**src/rtl/rtr_lar_route_stage.sv**
```systemverilog
// Lookahead routing stage: computes {port, rc} for the next router on head flits, holds it for
// the rest of the packet, and registers each flit in a one-deep valid/ready pipeline slot.
module rtr_lar_route_stage #(
    parameter int unsigned num_resource_classes = 2,
    parameter int unsigned num_routers_per_dim  = 4,
    parameter int unsigned num_dimensions       = 2,
    parameter int unsigned num_nodes_per_router = 1,
    parameter int unsigned flit_data_width      = 64,
    localparam int unsigned dim_addr_width      = $clog2(num_routers_per_dim),
    localparam int unsigned router_addr_width   = num_dimensions * dim_addr_width,
    localparam int unsigned node_addr_width     = $clog2(num_nodes_per_router),
    localparam int unsigned dest_info_width     =
        num_resource_classes * router_addr_width + node_addr_width,
    localparam int unsigned num_ports           = 2 * num_dimensions + num_nodes_per_router,
    localparam int unsigned port_idx_width      = $clog2(num_ports),
    localparam int unsigned resource_class_idx_width = $clog2(num_resource_classes),
    localparam int unsigned lar_info_width      = port_idx_width + resource_class_idx_width
) (
    input  logic                                clk,
    input  logic                                reset,
    input  logic                                in_valid,
    output logic                                in_ready,
    input  logic                                in_head,
    input  logic                                in_tail,
    input  logic [resource_class_idx_width-1:0] in_rc,
    input  logic [router_addr_width-1:0]        in_next_router_address,
    input  logic [dest_info_width-1:0]          in_dest_info,
    input  logic [flit_data_width-1:0]          in_data,
    output logic                                out_valid,
    input  logic                                out_ready,
    output logic                                out_head,
    output logic                                out_tail,
    output logic [lar_info_width-1:0]           out_lar_info,
    output logic [flit_data_width-1:0]          out_data,
    output logic                                error
);

    typedef enum logic [0:0] {StIdle, StInPkt} state_e;

    state_e                          state_q;
    logic                            out_valid_q, out_head_q, out_tail_q, error_q;
    logic [lar_info_width-1:0]       out_lar_q, lar_q;
    logic [flit_data_width-1:0]      out_data_q;

    logic                            in_accept;
    logic [router_addr_width-1:0]    dest_c;
    logic [router_addr_width-1:0]    sel_dest;
    logic [resource_class_idx_width-1:0] sel_rc, route_rc;
    logic                            found_c, found_d;
    logic [port_idx_width-1:0]       node_port, route_port;
    logic [lar_info_width-1:0]       route_lar;

    assign in_ready  = !out_valid_q || out_ready;
    assign in_accept = in_valid && in_ready;

    // Node address field sits above all per-class router addresses.
    if (node_addr_width > 0) begin : g_node
        assign node_port = port_idx_width'(2 * num_dimensions) +
            port_idx_width'(in_dest_info[dest_info_width-1 -: node_addr_width]);
    end else begin : g_no_node
        assign node_port = port_idx_width'(2 * num_dimensions);
    end

    always_comb begin
        dest_c   = '0;
        sel_dest = '0;
        sel_rc   = '0;
        found_c  = 1'b0;
        for (int unsigned c = 0; c < num_resource_classes; c++) begin
            dest_c = in_dest_info[c*router_addr_width +: router_addr_width];
            if (!found_c && c >= 32'(in_rc) && dest_c != in_next_router_address) begin
                found_c  = 1'b1;
                sel_rc   = resource_class_idx_width'(c);
                sel_dest = dest_c;
            end
        end

        found_d    = 1'b0;
        route_port = node_port;
        route_rc   = resource_class_idx_width'(num_resource_classes - 1);
        if (found_c) begin
            route_rc = sel_rc;
            for (int unsigned d = 0; d < num_dimensions; d++) begin
                if (!found_d && in_next_router_address[d*dim_addr_width +: dim_addr_width] !=
                                sel_dest[d*dim_addr_width +: dim_addr_width]) begin
                    found_d    = 1'b1;
                    route_port = (sel_dest[d*dim_addr_width +: dim_addr_width] <
                                  in_next_router_address[d*dim_addr_width +: dim_addr_width])
                               ? port_idx_width'(2 * d) : port_idx_width'(2 * d + 1);
                end
            end
        end
        route_lar = {route_port, route_rc};
    end

    always_ff @(posedge clk or negedge reset) begin
        if (!reset) begin
            state_q     <= StIdle;
            out_valid_q <= 1'b0;
            out_head_q  <= 1'b0;
            out_tail_q  <= 1'b0;
            out_lar_q   <= '0;
            out_data_q  <= '0;
            lar_q       <= '0;
            error_q     <= 1'b0;
        end else if (in_accept) begin
            out_valid_q <= 1'b1;
            out_head_q  <= in_head;
            out_tail_q  <= in_tail;
            out_data_q  <= in_data;
            out_lar_q   <= in_head ? route_lar : lar_q;
            if (in_head) begin
                lar_q   <= route_lar;
                state_q <= in_tail ? StIdle : StInPkt;
            end else if (in_tail) begin
                state_q <= StIdle;
            end
            // Head inside a packet, or body/tail with no open packet.
            if (in_head == (state_q == StInPkt)) begin
                error_q <= 1'b1;
            end
        end else if (out_ready) begin
            out_valid_q <= 1'b0;
        end
    end

    assign out_valid    = out_valid_q;
    assign out_head     = out_head_q;
    assign out_tail     = out_tail_q;
    assign out_lar_info = out_lar_q;
    assign out_data     = out_data_q;
    assign error        = error_q;

endmodule

```
**config.mk**
```make
export PLATFORM = sky130hd
export DESIGN_NAME = rtr_lar_route_stage
export DESIGN_NICKNAME = d
export VERILOG_FILES = /design/src/rtl/rtr_lar_route_stage.sv
export SDC_FILE = /design/constraint.sdc
export NUM_CORES = 1
export LEC_CHECK = 0
export CAP_MARGIN = 20
export CORE_MARGIN = 5
export CORE_UTILIZATION = 36
export CTS_BUF_LIST = sky130_fd_sc_hd__clkbuf_16
export DETAILED_ROUTE_END_ITERATION = 6
export PLACE_DENSITY = 0.77
export SETUP_SLACK_MARGIN = 0.3
export SYNTH_ARGS = -nofsm -noshare
export SYNTH_HDL_FRONTEND = slang
export SYNTH_SLANG_ARGS = --single-unit
```
**constraint.sdc**
```tcl
create_clock -name clk -period 1.3 [get_ports clk]
set_clock_uncertainty 0.1 [all_clocks]
set_input_delay 0.26 -clock clk [delete_from_list [all_inputs] [get_ports clk]]
set_output_delay 0.26 -clock clk [all_outputs]
set_load 0.03 [all_outputs]
```
Yosys cells after proc, flatten, opt, wreduce, memory -nomap -nowiden
Cells that the tools add are included.
{"block": "totals", "reg_bits": 73, "word_cells": 46}
{"block": "classes", "magnitude_cmp": 3, "eq_ne": 5, "n_reduce_logical": 13, "n_mux": 18}
{"operator": "$mux W1", "n": 13}
{"operator": "$mux W3", "n": 3}
{"operator": "$mux W4", "n": 2}
{"operator": "$ne A4 B4 Y1", "n": 2}
{"operator": "$reduce_and A2 Y1", "n": 3}
{"operator": "$logic_and A1 B1 Y1", "n": 4}
{"operator": "$lt A2 B2 Y1", "n": 2}
{"operator": "$ne A2 B2 Y1", "n": 2}
{"operator": "$reduce_bool A2 Y1", "n": 2}
{"operator": "$logic_not A1 Y1", "n": 3}
{"operator": "$eq A1 B1 Y1", "n": 1}
{"operator": "$ge A1 B1 Y1 const A", "n": 1}
{"operator": "$logic_or A1 B1 Y1", "n": 1}

Longest topological paths before layout
{"block": "logic_depth", "depth_word": 13, "mapped_depth": 9, "depth_no_buf": 9}

Worst setup path before layout
OpenSTA, ideal clock, no wires.
{"block": "synth_timing", "kind": "input port to flip-flop", "startpoint": "input port in_dest_info[0]", "endpoint": "register lar_q[1]", "required_time_ps": 1079, "cell_stages": 8, "arrival_ps": 1746, "setup_slack_ps": -667, "setup_ps": 121, "path_cell_list": "xnor2_1 > a41oi_4 > o31ai_1 > ha_1 > nor2b_1 > o2111ai_1 > a21oi_1 > a22o_1"}
{"block": "synth_between", "elab_chain_len": 13}
{"element": "start, declared", "line_no": "27", "text": "input logic [dest_info_width-1:0] in_dest_info,"}
{"element": "$ne A4 B4 Y1", "line_no": "71", "text": "if (!found_c && c >= 32'(in_rc) && dest_c != in_next_router_address) begin"}
{"element": "$logic_and A1 B1 Y1", "line_no": "71"}
{"element": "$mux W1", "line_no": "71"}
{"element": "$logic_not A1 Y1", "line_no": "71"}
{"element": "$logic_and A1 B1 Y1", "line_no": "71"}
{"element": "$mux W4", "line_no": "71"}
{"element": "$ne A2 B2 Y1", "line_no": "84", "text": "if (!found_d && in_next_router_address[d*dim_addr_width +: dim_addr_width] !="}
{"element": "$mux W1", "line_no": "84"}
{"element": "$mux W1", "line_no": "81", "text": "if (found_c) begin"}
{"element": "$logic_not A1 Y1", "line_no": "84"}
{"element": "$logic_and A1 B1 Y1", "line_no": "84"}
{"element": "$mux W3", "line_no": "84"}
{"element": "$mux W3 *", "line_no": "81"}
{"element": "end signal, assigned", "line_no": "113", "text": "lar_q <= route_lar;"}
{"element": "end, declared", "line_no": "42", "text": "logic [lar_info_width-1:0] out_lar_q, lar_q;"}
Mark *: on every way between the ends. The rest lies on a longest branch, timed or not. The select of a mux whose other input is x is not followed.
A chain may end at the register's enable or synchronous reset.

Worst setup path in the final report
{"block": "layout_timing", "startpoint": "input port in_dest_info[6]", "endpoint": "register lar_q[1]"}
{"block": "layout_between", "elab_chain_len": 10}
{"element": "$ne A4 B4 Y1", "line_no": "71"}
{"element": "$logic_and A1 B1 Y1", "line_no": "71"}
{"element": "$mux W4", "line_no": "71"}
{"element": "$ne A2 B2 Y1", "line_no": "84"}
{"element": "$mux W1", "line_no": "84"}
{"element": "$mux W1", "line_no": "81"}
{"element": "$logic_not A1 Y1", "line_no": "84"}
{"element": "$logic_and A1 B1 Y1", "line_no": "84"}
{"element": "$mux W3", "line_no": "84"}
{"element": "$mux W3 *", "line_no": "81"}
Marks and branches as above.

==> run metrics <==
Initial Utilization=36.8%; Storage cell area=1830 sq um; Fillers=499; via count=2,499; CTS tree=done; final WL=9430 um; Mapped Area=3020 sq um; Placeable Area=8220 sq um; initial antenna violation count=0; Final GP Congestion=0.833; DRC violations left=0; Worst Path Required=1.41 ns; flop2flop setup slack=-0.22 ns; hold_ws=0.259 ns; Die Span Y=102 um; Clock Pin Slew Worst Setup and Hold Paths=0.06 ns; YS warnings=0; first-pass GRT wire length=14,400 um; # port buffers=155; Die ar.=10,300 sq um; Startpoint Class=input port; Synth area leaders=dfrtp_1 (60%), mux2_2 (24%), ha_1 (1.7%); Final ANT Viol Nets=0; Clk pwr share=27.7%; PnR worst setup slack=-0.680 ns; Layout Area Growth over Synthesis=101%; vias in the first global route=2,864; Yosys top cell by area=dfrtp_1; setup violators final=74; largest net degree at the start of global routing=31; HPWL after DPL=6000 um; aggregate global routing overflow=0; count of cell types in the netlist=28; Net Sw Frac=31.3%; # clock sinks=73; period utilization=152%; WL/cell=17.7 um; Peak Freq=505 MHz; failing checks=negative setup slack; Post-synth EDFFs=0; CP Data Arrival Time=2.09 ns; # rows=33; sequential share of the synthesized area=60.4%; R2R Path Start=out_valid; fraction of layout cells with a size suffix above 1=61.4%; syn_area_per_cell=15.3 sq um; DP Worst Slack=-1.43 ns; commonest non-fill, non-tap cells in the layout=buf_6 (84), dfrtp_1 (72), clkdlybuf4s50_1 (66); Final Critical Period=1.98 ns; Static Leak=2.71 nW; Final Core Density=74.1%; sequential share of power=35.7%; multi-input logic area=1370 sq um; reg2reg path depth=6; Ant. Diodes=0; nets@finish=509; Synthesized Nets=285; root buffer cell=clkbuf_16; vias per cell=4.70; most common cell after layout, fill and taps aside=buf_6; # IOs=156; CP Capture Type=flop; Power, Total=0.00800 W; Synth Flop Type=dfrtp_1; DRT iter0 DRCs=32; maximum vdd drop=1.01 mV; flops & latches, synth=73; RSZ-0062 raised after global routing=true; worst-margin pin slew=0.439 ns; Die Wd=102 um; status=finished, violations left; Logic pwr share=36.7%; relative slew slack=70.6%; capturing point of the worst reg2reg path=out_data[0]; First-pass DRT Iterations=4; H-tree depth=3; Fin. Hold Viols=0; Yosys top cell area share=60.4%; PwrDens=1310 nW/um^2; CTS max path bufs=2; Min-Delay Path Class=in -> async; critical path type=in -> reg; FFs w/ async S/R, synth=100%; Gate Count Post-Synth=198; worst-path fanout max=4; max_cap viols=0; Max Transition Viols Final=0; total CTS buffers=9; worst skew pair latency=0.32 ns; GRT Resource Usage Total=18.1%; net switching power figure=0.00250 W; P_int=0.00550 W
==> synth_stat cells (3+ instances only) <==
| cell type | instances |
|---|---|
| a21oi_1 | 3 |
| buf_2 | 3 |
| buf_6 | 3 |
| dfrtp_1 | 73 |
| ha_1 | 4 |
| inv_1 | 4 |
| mux2_2 | 65 |
| nand2_1 | 8 |
| nor3b_1 | 3 |
| xor2_1 | 5 |
==> worst max-delay path: stages <==
cell and delay [ns]:
buf_8 0.11, xor2_4 0.17, nor4_4 0.33, buf_4 0.21
o31ai_2 0.07, ha_1 0.32, nor2b_1 0.14, o21ai_0 0.18
a21oi_1 0.11, a22o_1 0.19
==> cell families (layout without fill, tap and decap cells) <==
group	count (synthesis)	in the layout	share of synthesized area, %
DFF	73	73	60.4
muxes	65	65	24.2
and+or+nand+nor	22	22	4.47
AOI/OAI and AO/OA	14	14	3.77
buffers and inverters	11	240	2.36
xor gates and xnor gates	9	9	3.10
adders and majority gates	4	4	1.66
==> power groups by stage <==
| stage | sequential (W) | clock [W] | combinational [W] |
|---|---|---|---|
| 4_1_cts | 0.00285 | 0.00228 | 0.00278 |
| 2_1_floorplan | 0.00348 | 0 | 0.000523 |
| 3_3_place_gp | 0.00281 | 0 | 0.00224 |
| 3_5_place_dp | 0.00283 | 0 | 0.00228 |
| 5_1_grt | 0.00289 | 0.00238 | 0.00308 |
| 6_report | 0.00285 | 0.00221 | 0.00293 |
==> how the worst max path moves through the flow <==
stage	start	endpoint	slack, ns	cells after the start
final	in_dest_info[6]	lar_q[1]	-0.68	10
after global routing	in_dest_info[6]	lar_q[1]	-0.71	10
after CTS	in_dest_info[6]	lar_q[1]	-0.61	10
after detailed placement	in_next_router_address[1]	lar_q[1]	-1.43	10
after global placement	in_next_router_address[1]	lar_q[1]	-1.33	9
after floorplan	in_next_router_address[1]	lar_q[1]	-0.64	8
==> routing by layer <==
metal	wire length, um	track usage [%]	vias to the layer above
li1	-	-	1153
met1	3230	19.1	1236
met2	5310	34.0	99
met3	757	6.13	11
met4	133	4.91	0
met5	0	0	-
==> per-stage QoR <==
stage | cell area (sq um) | setup TNS [ns] | std cells
6_report | 6090 | -13.05 | 532
5_1_grt | 6090 | -15.59 | 532
4_1_cts | 5820 | -11.73 | 518
3_5_place_dp | 4740 | -33.71 | 470
3_3_place_gp | 4740 | -32.51 | 470
2_1_floorplan | 3080 | -17.50 | 198
==> cell type report <==
type / instances / area share [%]
timing repair buffer: 220 / 40.6
clock buffer: 9 / 3.70
clock inverter: 7 / 0.740
multi-input combinational: 114 / 22.6
sequential: 73 / 30.0
inverter: 4 / 0.247
tap: 105 / 2.16
==> what timing repair did <==
action | in CTS | in global routing
buffers inserted | 22 | 14
pin swaps | 18 | 19
resized for setup | 161 | 36
hold buffers | 1 | 0
endpoints found under the setup margin | 145 | 146
gates cloned | 9 | 0
endpoints found under the hold margin | 65 | 0
==> registers in the layout (all words and copies together) (netlist names) <==
register / cells
out_data: 64
state_q: 1
out_head: 1
out_tail: 1
lar_q: 4
out_valid: 1
error: 1
Power figures use the tool's default switching activity.
